--- src/rtl/fifo_sc.sv ---
// Single-clock FIFO with a registered read port, for rate smoothing between a
// producer and a consumer in one clock domain. Its interface matches the stack buffer's.
module fifo_sc #(
    parameter int DWIDTH             = 8,
    parameter int AWIDTH             = 3,
    parameter int ALMOST_FULL_VALUE  = 6,
    parameter int ALMOST_EMPTY_VALUE = 2
) (
    input  logic              clk_i,
    input  logic              rst_n_i,
    input  logic [DWIDTH-1:0] data_i,
    input  logic              wrreq_i,
    input  logic              rdreq_i,
    output logic [DWIDTH-1:0] q_o,
    output logic              empty_o,
    output logic              full_o,
    output logic              almost_full_o,
    output logic              almost_empty_o,
    output logic [AWIDTH-1:0] usedw_o
);

    localparam int DEPTH = 1 << AWIDTH;
    localparam logic [AWIDTH:0]   CNT_FULL = {1'b1, {AWIDTH{1'b0}}};
    localparam logic [AWIDTH:0]   CNT_ONE  = {{AWIDTH{1'b0}}, 1'b1};
    localparam logic [AWIDTH-1:0] PTR_ONE  = {{(AWIDTH-1){1'b0}}, 1'b1};
    localparam logic [AWIDTH:0]   AF_LVL   = ALMOST_FULL_VALUE[AWIDTH:0];
    localparam logic [AWIDTH:0]   AE_LVL   = ALMOST_EMPTY_VALUE[AWIDTH:0];

    logic [DWIDTH-1:0] mem [DEPTH];
    logic [AWIDTH-1:0] wr_ptr;
    logic [AWIDTH-1:0] rd_ptr;
    logic [AWIDTH:0]   count;
    logic [AWIDTH:0]   count_next;
    logic              wr_acc;
    logic              rd_acc;

    // The registered flags gate acceptance, so reading an empty FIFO or writing a full one is a no-op.
    always_comb begin
        wr_acc     = wrreq_i & ~full_o;
        rd_acc     = rdreq_i & ~empty_o;
        count_next = count;
        case ({wr_acc, rd_acc})
            2'b10:   count_next = count + CNT_ONE;
            2'b01:   count_next = count - CNT_ONE;
            default: count_next = count;
        endcase
    end

    always_ff @(posedge clk_i) begin
        if (wr_acc) begin
            mem[wr_ptr] <= data_i;
        end
    end

    // Flags come from the next-state count, so they are valid one cycle after the causing edge.
    always_ff @(posedge clk_i or negedge rst_n_i) begin
        if (!rst_n_i) begin
            wr_ptr         <= '0;
            rd_ptr         <= '0;
            count          <= '0;
            q_o            <= '0;
            empty_o        <= 1'b1;
            full_o         <= 1'b0;
            almost_full_o  <= 1'b0;
            almost_empty_o <= 1'b1;
            usedw_o        <= '0;
        end else begin
            if (wr_acc) begin
                wr_ptr <= wr_ptr + PTR_ONE;
            end
            if (rd_acc) begin
                q_o    <= mem[rd_ptr];
                rd_ptr <= rd_ptr + PTR_ONE;
            end
            count          <= count_next;
            empty_o        <= (count_next == '0);
            full_o         <= (count_next == CNT_FULL);
            almost_full_o  <= (count_next >= AF_LVL);
            almost_empty_o <= (count_next < AE_LVL);
            usedw_o        <= count_next[AWIDTH-1:0];
        end
    end

endmodule

--- config.mk ---
export PLATFORM = sky130hd
export DESIGN_NAME = fifo_sc
export DESIGN_NICKNAME = d
export VERILOG_FILES = /design/src/rtl/fifo_sc.sv
export SDC_FILE = /design/constraint.sdc
export NUM_CORES = 1
export LEC_CHECK = 0
export BUFFER_PORTS_ARGS = -buffer_cell sky130_fd_sc_hd__buf_4
export CAP_MARGIN = 0
export CORE_MARGIN = 10
export CORE_UTILIZATION = 60
export DETAILED_ROUTE_END_ITERATION = 7
export MAX_ROUTING_LAYER = met4
export PLACE_DENSITY_LB_ADDON = 0.25
export SYNTH_ARGS = -nofsm -noshare
export SYNTH_HDL_FRONTEND = slang
export SYNTH_SLANG_ARGS = --single-unit
--- constraint.sdc ---
create_clock -name clk_i -period 4.65 [get_ports clk_i]
set_input_delay 1.395 -clock clk_i [delete_from_list [all_inputs] [get_ports clk_i]]
set_output_delay 1.395 -clock clk_i [all_outputs]
set_load 0.1 [all_outputs]
# Yosys cells after proc, flatten, opt, wreduce, memory -nomap -nowiden
# Memories as Yosys holds them, arrays and structs flattened. A register that Yosys moved wholly into a read port is not among the register bits.
# Index checks and enable logic that the tools add are counted.
# word_totals
input_bits	12
mem_bits_rw	64
mem_count	1
regBits	17
# op_classes
n_bitwise	4
n_eq_ne	3
muxes	3
reduce_logical	2
order_cmp	2
add_sub_neg	4
# mem_list
name	depth	width	rd	rd_ports_with_merged_regs	wr	line	text
mem	8	8	1	1	1	29	logic [DWIDTH-1:0] mem [DEPTH];
# op_table
op	n
$pmux W4 S2	1
$add A3 B1 Y3 const B	2
$add A4 B1 Y4 const B	1
$eq A4 B4 Y1 const B	1
$ge A4 B3 Y1 const B	1
$logic_not A4 Y1	1
$lt A4 B2 Y1 const B	1
$sub A4 B1 Y4 const B	1
$and A1 B1 Y1	2
$eq A2 B1 Y1 const B	1
$eq A2 B2 Y1 const B	1
$mux W1	2
$not A1 Y1	2
$logic_not A1 Y1	1

# Longest topological paths before layout
# Gate-level depths: netlist of the first run.
# logic_depth
ltp_word	5
ltp_mapped	10

# Worst setup path before layout of the first run
# No wires, ideal clock.
# synth_timing
path_type	input -> register
from	input port wrreq_i
to	register empty_o
stages	8
setup_slack_ns	0.978
required_time_ns	4.569
path_buffers	0
setup_time_ns	0.081
arrival_ns	3.591
cell_sequence	nor2b_1 inv_1 ha_1 xor2_1 ha_1 or3b_1 or4b_4 a211oi_2
# synth_via
elab_chain_cells	4
elab_cells_between_ends	5
cone_classes	2 x eq/ne; 1 x mux; 1 x bitwise; 1 x reduce/logical
# synth_rtl
element	line	text
start, declared	12	input logic wrreq_i,
$and A1 B1 Y1 (*)	39	wr_acc = wrreq_i & ~full_o;
$eq A2 B1 Y1 or $eq A2 B2 Y1 (tied branches)	42	case ({wr_acc, rd_acc})
$pmux W4 S2 (*)	42	
$logic_not A4 Y1 (*)	76	empty_o <= (count_next == '0);
end signal, assigned	76	
end, declared	15	output logic empty_o,
# Every way passes the cells marked *; elsewhere a longest branch is shown, timed or not.
# A chain may end at the register's enable or synchronous reset.

# Final worst setup path of the first run
# Same ends and word-level chain as after synthesis.

==> results of run 1 <==
routing by layer:
metal	GRT usage, %	vias to the layer above
li1	-	827
met1	16.7	881
met2	26.3	34
met3	2.93	12
met4	7.14	0
met5	-	-
critical path, cell delays in order:
cell                       delay [ns]
sky130_fd_sc_hd__buf_4           0.08
sky130_fd_sc_hd__nor2b_1         0.38
sky130_fd_sc_hd__inv_1           0.13
sky130_fd_sc_hd__ha_1            0.28
sky130_fd_sc_hd__xor2_1          0.19
sky130_fd_sc_hd__ha_1            0.34
sky130_fd_sc_hd__or3b_1          0.39
sky130_fd_sc_hd__or4b_4          0.50
sky130_fd_sc_hd__a211oi_2        0.23
cells by family (layout without fill, tap and decap cells):
group,count (synthesis),count (layout),synth area share (%)
flip-flops,86,86,70.7
AND/OR/NAND/NOR,44,44,6.75
multiplexers,26,26,13.2
AO/OA/AOI/OAI,20,20,3.50
buffers and inverters,14,45,2.04
XOR/XNOR,8,8,2.00
adder cells (fa/ha/maj),5,5,1.79
sequential cells by signal, summed over array words and instances (netlist names):
| register | cells |
|---|---|
| mem | 64 |
| almost_full_o | 1 |
| q_o | 8 |
| full_o | 1 |
| wr_ptr | 3 |
| count | 4 |
| rd_ptr | 3 |
| almost_empty_o | 1 |
| empty_o | 1 |
worst paths after layout:
kind,from,end,cells past startpoint
max,wrreq_i,empty_o$_DFF_PN1_,9
min,q_o[4]$_DFFE_PN0N_,q_o[4]$_DFFE_PN0N_,2
max reg2reg,empty_o$_DFF_PN1_,empty_o$_DFF_PN1_,9
min reg2reg,q_o[4]$_DFFE_PN0N_,q_o[4]$_DFFE_PN0N_,2
max in group asynchronous,rst_n_i,almost_empty_o$_DFF_PN1_,1
min in group asynchronous,rst_n_i,full_o$_DFF_PN0_,1
cell usage after synthesis (all sizes together):
library cell   n
dfrtp         20
nand3          1
nand4b         1
xor2           4
mux2i          8
dfstp          2
mux2           2
and2b          1
nor2b          1
nor2           8
a211o          1
a21o           1
and3b          1
a22oi          1
or4b           3
or3b           2
inv            2
ha             5
xnor2          4
clkbuf         5
and3           1
a211oi         2
buf            7
mux4          16
nand2         17
edfxtp        64
nand2b         5
a21oi          3
nor3           3
o2111ai        1
o21ai         11
area by class of cell:
| cell class | instances | share of cell area, % |
|---|---|---|
| clock buffers | 9 | 3.13 |
| flip-flops and latches | 86 | 62.5 |
| multi-input cells | 103 | 24.4 |
| clock inverters | 7 | 2.43 |
| repair buffers | 27 | 5.12 |
| inverters | 2 | 0.190 |
| well taps | 72 | 2.27 |
metrics by stage:
stage               instances  utilization [%]  hold slack [ns]  setup WS [ns]
floorplan                 203                -            0.480          0.978
global placement          290             67.1            0.465          0.808
detailed placement        290             67.1            0.472          0.672
CTS                       306             71.0            0.490           1.02
global route              306             71.0            0.537          0.830
finish                    306             71.0            0.488          0.997
==> impl_metrics.prom, run 1 <==
# TYPE chip_impl_metric gauge
chip_impl_info{name="worst-setup-path-type",value="primary input to flip-flop"} 1
chip_impl_metric{name="syn-instance-count",unit=""} 203
chip_impl_metric{name="io_pins",unit=""} 27
chip_impl_metric{name="post_cts.resized_instances",unit=""} 0
chip_impl_metric{name="synth_sequential_area_ratio",unit="%"} 70.7
chip_impl_metric{name="slew_violations",unit=""} 0
chip_impl_info{name="synth_area_leader_cell",value="sky130_fd_sc_hd__edfxtp_1"} 1
chip_impl_metric{name="multi_input_comb_area",unit="um^2"} 965
chip_impl_metric{name="fp.dieW",unit="um"} 96.4
chip_impl_metric{name="number_of_register_bits_inferred_by_synthesis",unit=""} 86
chip_impl_info{name="most-common-layout-cells",value="sky130_fd_sc_hd__edfxtp_1, sky130_fd_sc_hd__buf_4, sky130_fd_sc_hd__dfrtp_1, sky130_fd_sc_hd__nand2_1, sky130_fd_sc_hd__mux4_2"} 1
chip_impl_metric{name="post_cts_hold_buffer_count",unit=""} 0
chip_impl_metric{name="worst-slew-pin-transition",unit="ns"} 1.10
chip_impl_metric{name="dr_wl_met3",unit="um"} 245
chip_impl_metric{name="dr_wl_met2",unit="mm"} 3.35
chip_impl_metric{name="clock_sink_count",unit=""} 86
chip_impl_metric{name="grt_pass1_vias",unit=""} 1947
chip_impl_info{name="layout_commonest_cell",value="sky130_fd_sc_hd__edfxtp_1"} 1
chip_impl_metric{name="drc",unit=""} 0
chip_impl_metric{name="period_share",unit="%"} 78.6
chip_impl_metric{name="grt_pass1_wl",unit="mm"} 10.1
chip_impl_metric{name="design_area",unit="um^2"} 3960
chip_impl_info{name="min-delay-path-class",value="flip-flop to flip-flop"} 1
chip_impl_info{name="route.top_layer_used",value="met4"} 1
chip_impl_info{name="yosys-top-cells-area",value="sky130_fd_sc_hd__edfxtp_1, sky130_fd_sc_hd__dfrtp_1, sky130_fd_sc_hd__mux4_2"} 1
chip_impl_metric{name="start_util",unit="%"} 62.8
chip_impl_metric{name="timing.critical_path.arrival",unit="ns"} 3.92
chip_impl_info{name="tritoncts",value="built"} 1
chip_impl_metric{name="finalClockSkew",unit="ns"} 0.00537
chip_impl_metric{name="slew_margin_rel",unit="%"} 26.8
chip_impl_metric{name="grt.overflow.total",unit=""} 0
chip_impl_metric{name="grt_antenna_before_repair",unit=""} 0
chip_impl_metric{name="ys.warnings.count",unit=""} 0
chip_impl_metric{name="core_area",unit="um^2"} 5570
chip_impl_metric{name="post_cts.repair.setup_buffers",unit=""} 0
chip_impl_metric{name="numPortBuffers",unit=""} 26
chip_impl_metric{name="floorplan.die_area",unit="um^2"} 9290
chip_impl_metric{name="cts_htree_levels",unit=""} 3
chip_impl_metric{name="yosysUniqueCellTypes",unit=""} 36
chip_impl_metric{name="placement.cell_area",unit="um^2"} 3740
chip_impl_metric{name="timing.critical_path.fanout_max",unit=""} 6
chip_impl_metric{name="critPathRequiredTime",unit="ns"} 4.91
chip_impl_metric{name="cts-buffers-inserted",unit=""} 9
chip_impl_metric{name="buffer_levels_on_the_longest_clock_path",unit=""} 2
chip_impl_info{name="setup.worst_path.end_class",value="flip-flop"} 1
chip_impl_metric{name="synthesis.nets",unit=""} 220
chip_impl_metric{name="register_area",unit="um^2"} 2470
chip_impl_metric{name="avgSynthCellArea",unit="um^2"} 17.2
chip_impl_metric{name="flow.area_growth_from_synthesis",unit="%"} 13.1
chip_impl_metric{name="wl_on_met1",unit="mm"} 2.56
chip_impl_metric{name="timing.setup.tns",unit="ns"} 0
chip_impl_metric{name="antennaDiodeCount",unit=""} 0
chip_impl_metric{name="detailedRoute.firstPassIterationCount",unit=""} 4
chip_impl_metric{name="routability_congestion_estimate",unit=""} 0.847
chip_impl_metric{name="synth_top_area_share",unit="%"} 54.9
chip_impl_metric{name="grt_usage",unit="%"} 15.2
chip_impl_metric{name="pin_count_of_the_biggest_net_entering_global_routing",unit=""} 23
chip_impl_metric{name="finalHoldViolations",unit=""} 0
chip_impl_metric{name="report.final.setup_viol",unit=""} 0
chip_impl_metric{name="post_route_cells_drive_above_1_share",unit="%"} 29.9
chip_impl_metric{name="die_height",unit="um"} 96.4
chip_impl_metric{name="detailedRoute.firstIterationViolations",unit=""} 81
chip_impl_info{name="cts_root_buf",value="sky130_fd_sc_hd__clkbuf_8"} 1
chip_impl_metric{name="timing.final.crit_period",unit="ns"} 3.65
chip_impl_metric{name="fmax",unit="MHz"} 274
chip_impl_metric{name="fill_cells",unit=""} 362
chip_impl_metric{name="detailroute.via_count",unit=""} 1754
chip_impl_metric{name="r2r_slack",unit="ns"} 1.68
chip_impl_info{name="unrepaired_setup_endpoints_after_global_routing",value="no"} 1
chip_impl_metric{name="viasPerCell",unit=""} 5.73
chip_impl_info{name="status",value="complete, no violations"} 1
chip_impl_metric{name="drv.max_cap_violation_count",unit=""} 0
chip_impl_metric{name="drt.antenna.violating_nets",unit=""} 0
chip_impl_metric{name="synthesis.area",unit="um^2"} 3500
chip_impl_metric{name="final_wirelength",unit="mm"} 6.28
chip_impl_metric{name="net_count_of_the_finished_layout",unit=""} 246
chip_impl_metric{name="insertion_delay",unit="ns"} 0.34
chip_impl_metric{name="post_drt_wl_per_cell",unit="um"} 20.5
chip_impl_metric{name="place_hpwl",unit="mm"} 4.18
chip_impl_metric{name="placement_rows",unit=""} 27
chip_impl_info{name="worstSetupStartpointType",value="primary input"} 1
chip_impl_metric{name="path_clk_slew",unit="ns"} 0.08
Power of run 1 is left out: the tool's default activity adds up to more than one toggle a clock period on the data nets, which glitch-free logic cannot reach.
==> inputs of run 2 (changes only) <==
CORE_UTILIZATION = 59   (was 60)
clock period = 3.5 ns   (was 4.65 ns; I/O delays follow)
==> impl_metrics.prom, run 2 (same netlist as run 1, synthesis figures left out) <==
# TYPE chip_impl_metric gauge
chip_impl_info{name="status",value="complete, no violations"} 1
chip_impl_metric{name="floorplan.die_area",unit="um^2"} 9410
chip_impl_metric{name="cts-buffers-inserted",unit=""} 9
chip_impl_metric{name="drt.antenna.violating_nets",unit=""} 0
chip_impl_metric{name="critPathRequiredTime",unit="ns"} 3.76
chip_impl_metric{name="viasPerCell",unit=""} 5.93
chip_impl_metric{name="path_clk_slew",unit="ns"} 0.08
chip_impl_metric{name="grt.overflow.total",unit=""} 0
chip_impl_metric{name="post_cts_hold_buffer_count",unit=""} 0
chip_impl_metric{name="antennaDiodeCount",unit=""} 0
chip_impl_metric{name="final_critical_path_setup_slack",unit="ns"} 0.526
chip_impl_metric{name="placement.cell_area",unit="um^2"} 3820
chip_impl_metric{name="buffer_levels_on_the_longest_clock_path",unit=""} 2
chip_impl_info{name="most-common-layout-cells",value="sky130_fd_sc_hd__edfxtp_1, sky130_fd_sc_hd__buf_4, sky130_fd_sc_hd__dfrtp_1, sky130_fd_sc_hd__nand2_1, sky130_fd_sc_hd__mux4_2"} 1
chip_impl_metric{name="insertion_delay",unit="ns"} 0.34
chip_impl_metric{name="pin_count_of_the_biggest_net_entering_global_routing",unit=""} 23
chip_impl_metric{name="finalHoldViolations",unit=""} 0
chip_impl_metric{name="grt_pass1_wl",unit="mm"} 10.6
chip_impl_info{name="unrepaired_setup_endpoints_after_global_routing",value="no"} 1
chip_impl_metric{name="placement_rows",unit=""} 27
chip_impl_metric{name="report.final.setup_viol",unit=""} 0
chip_impl_metric{name="clock_sink_count",unit=""} 86
chip_impl_metric{name="core_area",unit="um^2"} 5640
chip_impl_info{name="layout_top_registers",value="mem x64, q_o x8, count x4"} 1
chip_impl_metric{name="fmax",unit="MHz"} 336
chip_impl_metric{name="detailroute.via_count",unit=""} 1887
chip_impl_info{name="crit_slowest_cell",value="sky130_fd_sc_hd__or4b_4"} 1
chip_impl_metric{name="largest_register_ffs",unit=""} 64
chip_impl_metric{name="cts_htree_levels",unit=""} 3
chip_impl_metric{name="fp.dieW",unit="um"} 97.0
chip_impl_info{name="critical_path.cell_chain",value="buf_4, nor2b_1, inv_1, ha_1, xor2_1, ha_1, or3b_1, or4b_4, a211oi_2"} 1
chip_impl_metric{name="post_route_cells_drive_above_1_share",unit="%"} 32.9
chip_impl_metric{name="drc",unit=""} 0
chip_impl_info{name="worst-setup-path-type",value="primary input to flip-flop"} 1
chip_impl_metric{name="die_height",unit="um"} 97.0
chip_impl_metric{name="io_pins",unit=""} 27
chip_impl_metric{name="period_share",unit="%"} 85.0
chip_impl_info{name="min-delay-path-class",value="flip-flop to flip-flop"} 1
chip_impl_metric{name="numPortBuffers",unit=""} 26
chip_impl_metric{name="detailedRoute.firstIterationViolations",unit=""} 149
chip_impl_metric{name="finalClockSkew",unit="ns"} 0.00948
chip_impl_metric{name="timing.setup.tns",unit="ns"} 0
chip_impl_metric{name="detailedRoute.firstPassIterationCount",unit=""} 4
chip_impl_metric{name="post_cts.resized_instances",unit=""} 0
chip_impl_metric{name="design_area",unit="um^2"} 4020
chip_impl_metric{name="place_hpwl",unit="mm"} 4.47
chip_impl_metric{name="slew_margin_rel",unit="%"} 48.2
chip_impl_metric{name="final_wirelength",unit="mm"} 6.61
chip_impl_info{name="setup.worst_path.end_class",value="flip-flop"} 1
chip_impl_metric{name="post_cts.repair.setup_buffers",unit=""} 0
chip_impl_metric{name="start_util",unit="%"} 62.1
chip_impl_metric{name="grt_pass1_vias",unit=""} 1978
chip_impl_metric{name="timing.critical_path.slowest_cell_delay",unit="ns"} 0.50
chip_impl_metric{name="timing.critical_path.arrival",unit="ns"} 3.23
chip_impl_metric{name="worst-slew-pin-transition",unit="ns"} 0.777
chip_impl_metric{name="grt_antenna_before_repair",unit=""} 0
chip_impl_metric{name="flow.area_growth_from_synthesis",unit="%"} 14.7
chip_impl_info{name="layout_commonest_cell",value="sky130_fd_sc_hd__edfxtp_1"} 1
chip_impl_info{name="cts_root_buf",value="sky130_fd_sc_hd__clkbuf_8"} 1
chip_impl_metric{name="post_drt_wl_per_cell",unit="um"} 20.8
chip_impl_metric{name="drv.max_cap_violation_count",unit=""} 0
chip_impl_metric{name="timing.critical_path.fanout_max",unit=""} 4
chip_impl_metric{name="slew_violations",unit=""} 0
chip_impl_info{name="largest-register",value="mem"} 1
chip_impl_metric{name="setup_slack_after_placement",unit="ns"} 0.175
chip_impl_metric{name="grt_usage",unit="%"} 14.8
chip_impl_metric{name="fin_worst_hold_slack",unit="ns"} 0.485
chip_impl_info{name="worstSetupStartpointType",value="primary input"} 1
chip_impl_info{name="cp_common_cell",value="sky130_fd_sc_hd__ha_1"} 1
chip_impl_metric{name="timing.final.crit_period",unit="ns"} 2.97
chip_impl_info{name="tritoncts",value="built"} 1
chip_impl_metric{name="net_count_of_the_finished_layout",unit=""} 258
chip_impl_metric{name="routability_congestion_estimate",unit=""} 0.796
run 2: worst paths after layout:
path	startpoint	end	slack, ns	cells after the start
worst min register to register	q_o[4]$_DFFE_PN0N_	q_o[4]$_DFFE_PN0N_	0.48	2
worst max register to register	empty_o$_DFF_PN1_	empty_o$_DFF_PN1_	0.78	8
min in group asynchronous	rst_n_i	q_o[1]$_DFFE_PN0N_	0.59	1
worst max-delay path	wrreq_i	empty_o$_DFF_PN1_	0.53	9
worst min-delay path	q_o[4]$_DFFE_PN0N_	q_o[4]$_DFFE_PN0N_	0.48	2
max in group asynchronous	rst_n_i	empty_o$_DFF_PN1_	2.63	1
run 2: area by class of cell:
class / instances / area (um^2)
flip-flops and latches: 86 / 2470
fillers: 351 / 1630
multi-input cells: 103 / 955
repair buffers: 39 / 293
clock buffers: 9 / 124
well taps: 72 / 90.1
clock inverters: 7 / 72.6
inverters: 2 / 7.51
run 2: worst max-delay path, delay by kind of cell:
kind	cells	cell delay, ns
AND/OR/NAND/NOR	3	1.04
adder cells (fa/ha/maj)	2	0.59
AO/OA/AOI/OAI	1	0.23
XOR/XNOR	1	0.18
buffers and inverters	2	0.15
run 2: metal layers:
layer / GRT usage (%) / wire (um) / up-vias
li1: - / - / 846
met1: 16.5 / 2600 / 971
met2: 25.3 / 3580 / 59
met3: 2.98 / 322 / 11
met4: 6.43 / 105 / 0
met5: - / 0 / -
run 2: through the flow:
step | cells | utilization [%]
after detailed placement | 302 | 67.7
final | 318 | 71.2
after global routing | 318 | 71.2
after global placement | 302 | 67.7
after floorplan | 203 | -
after CTS | 318 | 71.2
Power of run 2 is left out for the same reason.
